==> src/rtl/gray_ser_pkg.sv <==
// Shared types and helpers for the Gray-code counter serializer.
// GRAY_SER_PARITY_EN appends an even-parity bit to every frame.
package gray_ser_pkg;

  typedef enum logic [1:0] {
    ST_COUNT     = 2'd0,
    ST_LOAD      = 2'd1,
    ST_SHIFT     = 2'd2,
    ST_WAIT_DONE = 2'd3
  } state_t;

`ifdef GRAY_SER_PARITY_EN
  localparam int PAR_BITS = 1;
`else
  localparam int PAR_BITS = 0;
`endif

  // marker + payload (+ parity)
  function automatic int frame_len(input int width);
    return width + 1 + PAR_BITS;
  endfunction

  function automatic logic [31:0] bin2gray(input logic [31:0] b);
    return b ^ (b >> 1);
  endfunction

endpackage

==> src/rtl/gray_shift_tx.sv <==
// Serial frame transmitter: marker, Gray MSB..LSB, optional parity.
// GRAY_SER_PARITY_EN adds the trailing even-parity bit.
module gray_shift_tx
  import gray_ser_pkg::*;
#(
  parameter int WIDTH = 8
) (
  input  logic             clk,
  input  logic             reset_b,
  input  logic             load,
  input  logic             shift,
  input  logic             abort,
  input  logic [WIDTH-1:0] gray,
  output logic             ser_data,
  output logic             ser_valid,
  output logic             frame_sent,
  output logic             last_bit
);

  localparam int FL = frame_len(WIDTH);
  localparam int CW = $clog2(FL);
  localparam logic [CW-1:0] CNT_INIT = CW'(FL - 1);

  logic [FL-1:0] shift_reg;
  logic [FL-1:0] frame;
  logic [CW-1:0] bit_cnt;

`ifdef GRAY_SER_PARITY_EN
  assign frame = {1'b1, gray, ^gray};
`else
  assign frame = {1'b1, gray};
`endif

  always_ff @(posedge clk or negedge reset_b) begin
    if (!reset_b) begin
      shift_reg  <= '0;
      bit_cnt    <= '0;
      ser_data   <= 1'b0;
      ser_valid  <= 1'b0;
      frame_sent <= 1'b0;
      last_bit   <= 1'b0;
    end else begin
      frame_sent <= 1'b0;
      if (abort) begin
        bit_cnt   <= '0;
        ser_data  <= 1'b0;
        ser_valid <= 1'b0;
        last_bit  <= 1'b0;
      end else if (load) begin
        shift_reg <= frame;
        bit_cnt   <= CNT_INIT;
        ser_data  <= 1'b0;
        ser_valid <= 1'b0;
        last_bit  <= 1'b0;
      end else if (shift) begin
        if (last_bit) begin
          ser_data   <= 1'b0;
          ser_valid  <= 1'b0;
          frame_sent <= 1'b1;
          last_bit   <= 1'b0;
        end else begin
          ser_data  <= shift_reg[FL-1];
          ser_valid <= 1'b1;
          shift_reg <= {shift_reg[FL-2:0], 1'b0};
          // bit_cnt==0 marks the final emitted bit
          if (bit_cnt == '0) last_bit <= 1'b1;
          else bit_cnt <= bit_cnt - 1'b1;
        end
      end else begin
        ser_data  <= 1'b0;
        ser_valid <= 1'b0;
      end
    end
  end

endmodule

==> src/rtl/gray_cnt_serializer.sv <==
// Saturating counter that freezes and ships its Gray code serially.
// GRAY_SER_PARITY_EN selects frames with a trailing parity bit.
module gray_cnt_serializer
  import gray_ser_pkg::*;
#(
  parameter int               WIDTH   = 8,
  parameter logic [WIDTH-1:0] STEP    = 1,
  parameter logic [WIDTH-1:0] SAT_MAX = '1
) (
  input  logic             clk,
  input  logic             reset_b,
  input  logic             en_handshake,
  input  logic             b_done,
  output logic [WIDTH-1:0] cnt_bin,
  output logic             a_clk_en,
  output logic             ser_data,
  output logic             ser_valid,
  output logic             frame_sent
);

  state_t           state;
  logic [WIDTH:0]   sum;
  logic [WIDTH-1:0] cnt_next;
  logic [WIDTH-1:0] gray;
  logic             tx_load;
  logic             tx_shift;
  logic             tx_abort;
  logic             last_bit;

  // WIDTH+1 bit sum so the ceiling compare never wraps
  assign sum      = {1'b0, cnt_bin} + {1'b0, STEP};
  assign cnt_next = (sum > {1'b0, SAT_MAX}) ? SAT_MAX : sum[WIDTH-1:0];
  assign gray     = WIDTH'(bin2gray(32'(cnt_bin)));

  assign tx_load  = (state == ST_LOAD);
  assign tx_shift = (state == ST_SHIFT);
  assign tx_abort = b_done && (tx_load || tx_shift);

  always_ff @(posedge clk or negedge reset_b) begin
    if (!reset_b) begin
      state    <= ST_COUNT;
      cnt_bin  <= '0;
      a_clk_en <= 1'b1;
    end else begin
      unique case (state)
        ST_COUNT: begin
          if (en_handshake) begin
            a_clk_en <= 1'b0;
            state    <= ST_LOAD;
          end else begin
            cnt_bin <= cnt_next;
          end
        end
        ST_LOAD, ST_SHIFT, ST_WAIT_DONE: begin
          if (b_done) begin
            cnt_bin  <= '0;
            a_clk_en <= 1'b1;
            state    <= ST_COUNT;
          end else if (state == ST_LOAD) begin
            state <= ST_SHIFT;
          end else if (state == ST_SHIFT && last_bit) begin
            state <= ST_WAIT_DONE;
          end
        end
        default: state <= ST_COUNT;
      endcase
    end
  end

  gray_shift_tx #(
    .WIDTH(WIDTH)
  ) u_tx (
    .clk       (clk),
    .reset_b   (reset_b),
    .load      (tx_load),
    .shift     (tx_shift),
    .abort     (tx_abort),
    .gray      (gray),
    .ser_data  (ser_data),
    .ser_valid (ser_valid),
    .frame_sent(frame_sent),
    .last_bit  (last_bit)
  );

endmodule

==> config.mk <==
export PLATFORM = sky130hd
export DESIGN_NAME = gray_cnt_serializer
export DESIGN_NICKNAME = d
export VERILOG_FILES = /design/src/rtl/gray_ser_pkg.sv /design/src/rtl/gray_shift_tx.sv /design/src/rtl/gray_cnt_serializer.sv
export SDC_FILE = /design/constraint.sdc
export NUM_CORES = 1
export LEC_CHECK = 0
export ABC_AREA = 1
export CAP_MARGIN = 20
export CELL_PAD_IN_SITES_DETAIL_PLACEMENT = 1
export CELL_PAD_IN_SITES_GLOBAL_PLACEMENT = 1
export CORE_MARGIN = 2
export CORE_UTILIZATION = 37
export DETAILED_ROUTE_END_ITERATION = 6
export PLACE_DENSITY = 0.72
export SYNTH_ARGS = -nofsm -noshare
export SYNTH_HDL_FRONTEND = slang
export SYNTH_SLANG_ARGS = --single-unit
==> constraint.sdc <==
create_clock -name clk -period 1.5 [get_ports clk]
set_input_delay 0.3 -clock clk [delete_from_list [all_inputs] [get_ports clk]]
set_output_delay 0.3 -clock clk [all_outputs]
set_load 0.1 [all_outputs]
==> results.yml <==
status:
  outcome: "finished with violations"
  violations: "negative setup slack"
worst_setup_path:
  reg2reg_depth: 11
  path_max_fanout: 4
  r2r_end: "cnt_bin[1]$_DFFE_PN0P_"
  worst-r2r-setup-slack_ps: -140
  worstPathRequired_ps: 1720
  criticalPathCategory: "reg2reg"
  cp-end-kind: "register"
  crit_path_start_kind: "register"
  crit-reg2reg-launch: "cnt_bin[0]$_DFFE_PN0P_"
  critPathArrivalTime_ps: 1860
sta:
  slew_headroom_pct: 82.5
  tightestPinTransition_ps: 263
  clock_skew_ps: 5.21
  fin_tns_setup_ps: -591
  finalHoldViolCount: 0
  setup_viol: 6
  min_period_ps: 1640
  max_freq_mhz: 608
  slew_viol_final: 0
  setup_slack_ps: -145
  period_share_pct: 110
  rsz0062_at_grt: "true"
yosys:
  synthCells: 197
  avgSynthCellArea_um2: 7.91
  synth_top_area_share_pct: 43.4
  syn-cell-area_mm2: 0.00156
  syn_nets: 214
  yosys_warnings: 0
  ys_seq_elements: 28
  seq_area_frac_synth_pct: 45.1
  yosys.area.top_type: "dfrtp_1"
  ys_types: 22
  ys_top_cells_by_area: "dfrtp_1, nand2_1, ha_1"
pwr:
  p_sw_share_pct: 45.9
  pwr-share-seq_pct: 23.3
  p_clk_share_pct: 11.1
  cellLeakagePower_nw: 1.11
  power.switching_mw: 2.50
  ir_drop_uv: 1420
  powerDensity_mw_per_mm2: 2280
  comb_power_share_pct: 65.7
  intPower_mw: 2.94
clock_network:
  ctsHoldBuffers: 0
  cts_buffers: 3
  clkLatencyLatePin_ps: 280
  cts_tree: "yes"
  htreeDepth: 1
  ctsLongestPathBuffers: 2
  root_buffer: "clkbuf_8"
  clk_pin_slew_ps: 100
  clock-sinks: 28
die:
  num_rows: 23
  die_x_um: 68.9
  start_util_pct: 38.7
  fp.dieArea_mm2: 0.00475
  fp.coreArea_mm2: 0.00403
  io_pins: 16
  fp.dieH_um: 68.9
layout:
  finalNetCount: 255
  fin_cells: 287
  area_growth_pct: 52.9
  largest_reg_flops: 9
  antenna_cells: 0
  n_fill_cell: 463
  drive_gt1_share_pct: 37.1
grt:
  overflow: 0
  antenna_found_initial: 0
  grt_start_max_net_pins: 29
  grt_pass1_wl_mm: 7.10
  grt_usage_pct: 20.4
  grt_pass1_vias: 1523
placed_design:
  placed_cells: 277
  gp_congestion: 0.924
  dp_hpwl_mm: 3.30
  io_buffer_count: 15
run:
  drv_cap: 0
route:
  drt-total-wl_mm: 4.99
  drt-initial-drc-count: 112
  drc: 0
  dr.pass1.iters: 4
  wl_per_cell_um: 17.4
  vias: 1499
  detail-route-antenna-nets: 0
  via_per_inst: 5.22
min_path:
  min_path_type: "in2async"
synth_stat cells:
| cell | n |
|---|---|
| o211a_1 | 1 |
| o22ai_1 | 4 |
| a21oi_1 | 8 |
| ha_1 | 13 |
| o211ai_1 | 1 |
| dfstp_2 | 1 |
| nor3_1 | 1 |
| nand4_1 | 1 |
| nor2_1 | 19 |
| dfrtp_1 | 27 |
| xor2_1 | 2 |
| o21ai_0 | 9 |
| nand2_1 | 52 |
| buf_2 | 2 |
| clkbuf_1 | 1 |
| inv_1 | 29 |
| nor4_1 | 1 |
| nand3_2 | 1 |
| clkinv_1 | 1 |
| nand3_1 | 14 |
| a21o_1 | 1 |
| a31oi_1 | 8 |
worst max path at each step:
stage                                      start  slack [ps]                endpoint
after floorplan           cnt_bin[1]$_DFFE_PN0P_        -110  cnt_bin[0]$_DFFE_PN0P_
after global placement                    b_done         -40  cnt_bin[3]$_DFFE_PN0P_
after detailed placement                  b_done        -110  cnt_bin[3]$_DFFE_PN0P_
after CTS                 cnt_bin[1]$_DFFE_PN0P_        -110  cnt_bin[4]$_DFFE_PN0P_
after global routing      cnt_bin[0]$_DFFE_PN0P_        -230  cnt_bin[4]$_DFFE_PN0P_
final                     cnt_bin[0]$_DFFE_PN0P_        -140  cnt_bin[1]$_DFFE_PN0P_
critical path: stages (launching register included):
cell	delay (ps)
dfrtp_4	520
inv_2	80
ha_4	210
inv_4	60
nand2_4	50
nor2_4	100
nand3_2	90
nor2_4	140
nand3_4	120
nand3_2	110
nand2_2	50
nand2_1	60
per-stage QoR:
step,util [%],setup slack (ps),hold slack (ps),cell area [um^2],total power [mW]
2_1_floorplan,-,-113,4.41,1630,3.05
3_3_place_gp,52.3,-35.3,486,2110,4.02
3_5_place_dp,52.3,-108,498,2110,4.15
4_1_cts,54.9,-106,367,2210,4.87
5_1_grt,59.1,-231,375,2380,5.83
6_report,59.1,-145,367,2380,5.44
cell usage in the layout, fill, tap and decap left out, types with 3 or more instances in the layout:
master | synthesis | layout
a21oi_1 | 8 | 5
o21ai_0 | 9 | 8
inv_1 | 29 | 22
o22ai_1 | 4 | 4
clkbuf_8 | 0 | 3
ha_4 | 0 | 4
a31oi_1 | 8 | 8
nor2_1 | 19 | 15
nand3_2 | 1 | 6
nand2_2 | 0 | 6
buf_4 | 0 | 21
nand3_1 | 14 | 8
clkdlybuf4s50_1 | 0 | 3
dfrtp_1 | 27 | 19
inv_2 | 0 | 6
dfrtp_4 | 0 | 7
buf_12 | 0 | 14
ha_1 | 13 | 7
a21oi_2 | 0 | 3
nand2_1 | 52 | 44
layout make-up:
cell class	count	area [um^2]	area share [%]
timing repair buffer	39	493	20.7
clock buffer	3	41.3	1.73
inverter	30	119	4.99
tap	50	62.6	2.63
multi-input combinational	136	906	38.0
sequential	28	729	30.6
clock inverter	1	30.0	1.26
kinds of logic (layout without fill, tap and decap cells):
| kind of cell | count (synthesis) | in the layout | synth area share (%) |
|---|---|---|---|
| xor gates and xnor gates | 2 | 2 | 1.12 |
| adders and majority gates | 13 | 13 | 10.4 |
| AOI/OAI and AO/OA | 32 | 32 | 11.9 |
| buffers and inverters | 33 | 73 | 8.11 |
| DFF | 28 | 28 | 45.1 |
| and+or+nand+nor | 89 | 89 | 23.4 |
routing by layer:
layer  global-route usage (%)  share of wire [%]  routed length (um)  vias up
met3                     4.06                2.7                 133        4
met2                     36.9                 54                2700       21
li1                         -                  -                   -      715
met1                     25.4                 42                2120      759
met4                     3.68               0.76                  38        0
met5                        0                  0                   0        -
repair_timing:
item | CTS | global route
resized for setup | 9 | 30
buffers inserted | 2 | 3
cloned | 0 | 1
setup endpoints to repair | 14 | 20
pin swaps | 2 | 8
power by group through the flow:
stage | Sequential [mW] | Combinational, mW | Clock [mW]
after detailed placement | 1.28 | 2.87 | 0
final | 1.27 | 3.57 | 0.602
after floorplan | 1.69 | 1.36 | 0
after CTS | 1.27 | 2.98 | 0.618
after global placement | 1.26 | 2.76 | 0
after global routing | 1.30 | 3.88 | 0.646
Note: power is estimated with default switching activity, not from simulation.
==> patch, RTL diff (config.mk and constraints unchanged) <==
Register the output `cnt_bin` once more, with the module's reset; this adds one clock of latency there. The other outputs are not delayed to match.
--- a/src/rtl/gray_cnt_serializer.sv
+++ b/src/rtl/gray_cnt_serializer.sv
@@ -19,4 +19,6 @@
 );
 
+  logic [WIDTH-1:0] cnt_bin_s0;
+
   state_t           state;
   logic [WIDTH:0]   sum;
@@ -29,7 +31,7 @@
 
   // WIDTH+1 bit sum so the ceiling compare never wraps
-  assign sum      = {1'b0, cnt_bin} + {1'b0, STEP};
+  assign sum      = {1'b0, cnt_bin_s0} + {1'b0, STEP};
   assign cnt_next = (sum > {1'b0, SAT_MAX}) ? SAT_MAX : sum[WIDTH-1:0];
-  assign gray     = WIDTH'(bin2gray(32'(cnt_bin)));
+  assign gray     = WIDTH'(bin2gray(32'(cnt_bin_s0)));
 
   assign tx_load  = (state == ST_LOAD);
@@ -40,5 +42,5 @@
     if (!reset_b) begin
       state    <= ST_COUNT;
-      cnt_bin  <= '0;
+      cnt_bin_s0 <= '0;
       a_clk_en <= 1'b1;
     end else begin
@@ -49,10 +51,10 @@
             state    <= ST_LOAD;
           end else begin
-            cnt_bin <= cnt_next;
+            cnt_bin_s0 <= cnt_next;
           end
         end
         ST_LOAD, ST_SHIFT, ST_WAIT_DONE: begin
           if (b_done) begin
-            cnt_bin  <= '0;
+            cnt_bin_s0 <= '0;
             a_clk_en <= 1'b1;
             state    <= ST_COUNT;
@@ -83,4 +85,12 @@
   );
 
+  always_ff @(posedge clk or negedge reset_b) begin
+    if (!reset_b) begin
+      cnt_bin <= '0;
+    end else begin
+      cnt_bin <= cnt_bin_s0;
+    end
+  end
+
 endmodule
 
Function: changed (Yosys sat finds a counterexample within 4 cycles, from zero or initial values and one cycle with reset_b low).
==> patch against the unedited design <==
The flow still finishes with violations (setup timing). Cell area increased by 9.1%. Global-route usage is 1.5 points lower. Clock power rose by 43%. Total power rose by 1.2%. Critical path depth is 1 lower. First-iteration DRC count down 26%. Setup slack gained 100 ps. Hold slack improved by 86 ps. Cell count up 12%. Core utilization decreased by 4.1 points. Area after synthesis increased by 16%. Wire length decreased by 6.4%. Sequential cell count grew 8. Critical path type unchanged. Critical endpoint is now cnt_bin_s0[0].
==> patch: results <==
group,metric,value,unit
outcome,outcome,"complete, but fails checks",
outcome,violations,"setup timing",
job,drv_cap,0,
setup_path,r2r.worst_path.cells,10,
synthesis,synth_top_flop_cell,"dfrtp_1",
synthesis,yosysUniqueCellTypes,27,
synthesis,yosys-top-cells-count,"nand2_1, dfrtp_1, inv_1, nor2_1, nand3_1",
drt,num_vias,1571,
placement,place_hpwl,3354,um
layout,drive_gt1_share,32.68,%
timing,final.period_utilization,102.7,%
setup_path,timing.critical_path.slowest_stage_cell,"dfrtp_2",
setup_path,crit_end,"cnt_bin_s0[0]",
global_route,grt_pass1_vias,1698,
global_route,grt_max_degree,22,
setup_path,crit_start,"cnt_bin_s0[1]",
drt,wire_per_inst,14.55,um
setup_path,cp_max_fo,5,
timing,tightest_slew,395.0,ps
timing,finClkSkew,9.669,ps
drt,drtIter0Drc,83,
synthesis,synth_area_leaders,"dfrtp_1, nand2_1, ha_1",
placement,dp.cells,307,
setup_path,arrival,1760,ps
clock_tree,htreeDepth,2,
placement,routabilityCongestion,0.7960,
placement,dp_worst_setup_slack,-153.0,ps
power,peakVddDrop,0.001410,V
synthesis,synth.net_count,223,
timing,setup_ws,-40.27,ps
power,leakagePower,1.241,nW
layout,antenna_cells,0,
global_route,grt_pass1_wl,7914,um
layout,layout.nets,270,
synthesis,yosysSeqAreaShare,49.90,%
timing,finalSetupViolations,6,
layout,largest_reg_flops,9,
clock_tree,cts_inserted_buffers,5,
placement,placed_area,2338,um2
synthesis,syn_inst,206,
drt,viasPerCell,4.894,
global_route,grt.total_usage,18.96,%
setup_path,crit_path_max_incr_delay,470,ps
clock_tree,cts.clk_slew.worst_paths,80,ps
patch: cell count changes after synthesis, sizes merged, moves of 2 or more:
| cell | before | now |
|---|---|---|
| dfrtp | 27 | 35 |
| buf | 2 | 4 |
| nand2 | 52 | 50 |
| nand4 | 1 | 3 |
| nor3 | 1 | 3 |
patch: critical path: cells and delay by family, from the launching register on:
kind,cells,cell delay [ps]
and+or+nand+nor,9,810
adders and majority gates,1,200
DFF,1,470
patch: final cells by class:
cell class	instances	area, um2
flip-flops and latches	36	905.9
multi-input cells	138	885.9
fillers	525	2125
clock inverters	3	42.54
repair buffers	44	501.7
clock buffers	5	68.82
inverters	28	110.1
well taps	67	83.83
patch: cells by family after synthesis:
kind of cell,share of synthesized area (%)
flops,49.90
simple gates,21.04
xor+xnor,0.4845
fa+ha+maj,8.997
compound gates,11.21
mux,0.6228
buf+inv,7.751
patch: timing repair:
item,4_1_cts,5_1_grt
gates resized for setup,9,18
pin swaps,1,6
hold endpoints to repair,15,0
endpoints found under the setup margin,12,19
buffers inserted,2,3
cloned,0,0
hold buffers,1,0
patch: through the flow:
stage	hold WS (ps)	TNS [ps]
2_1_floorplan	4.409	-58.41
3_3_place_gp	249.2	-1159
3_5_place_dp	255.1	-1950
4_1_cts	467.7	-17.65
5_1_grt	495.8	-1555
6_report	453.4	-78.68
patch: metal layers:
metal	track usage, %	share of wire, %	vias to the layer above	wire length (um)
met5	0	0	-	0
met4	6.263	2.2	0	104
met3	4.115	2.0	9	92
met2	32.54	52	23	2415
met1	23.68	44	774	2059
li1	-	-	765	-
patch: where the power goes:
group,switching [W],total [W],internal [W]
combinational,0.00178,0.00312,0.00133
clock,0.000369,0.000861,0.000492
sequential,0.000233,0.00152,0.00129
total,0.00239,0.00550,0.00312
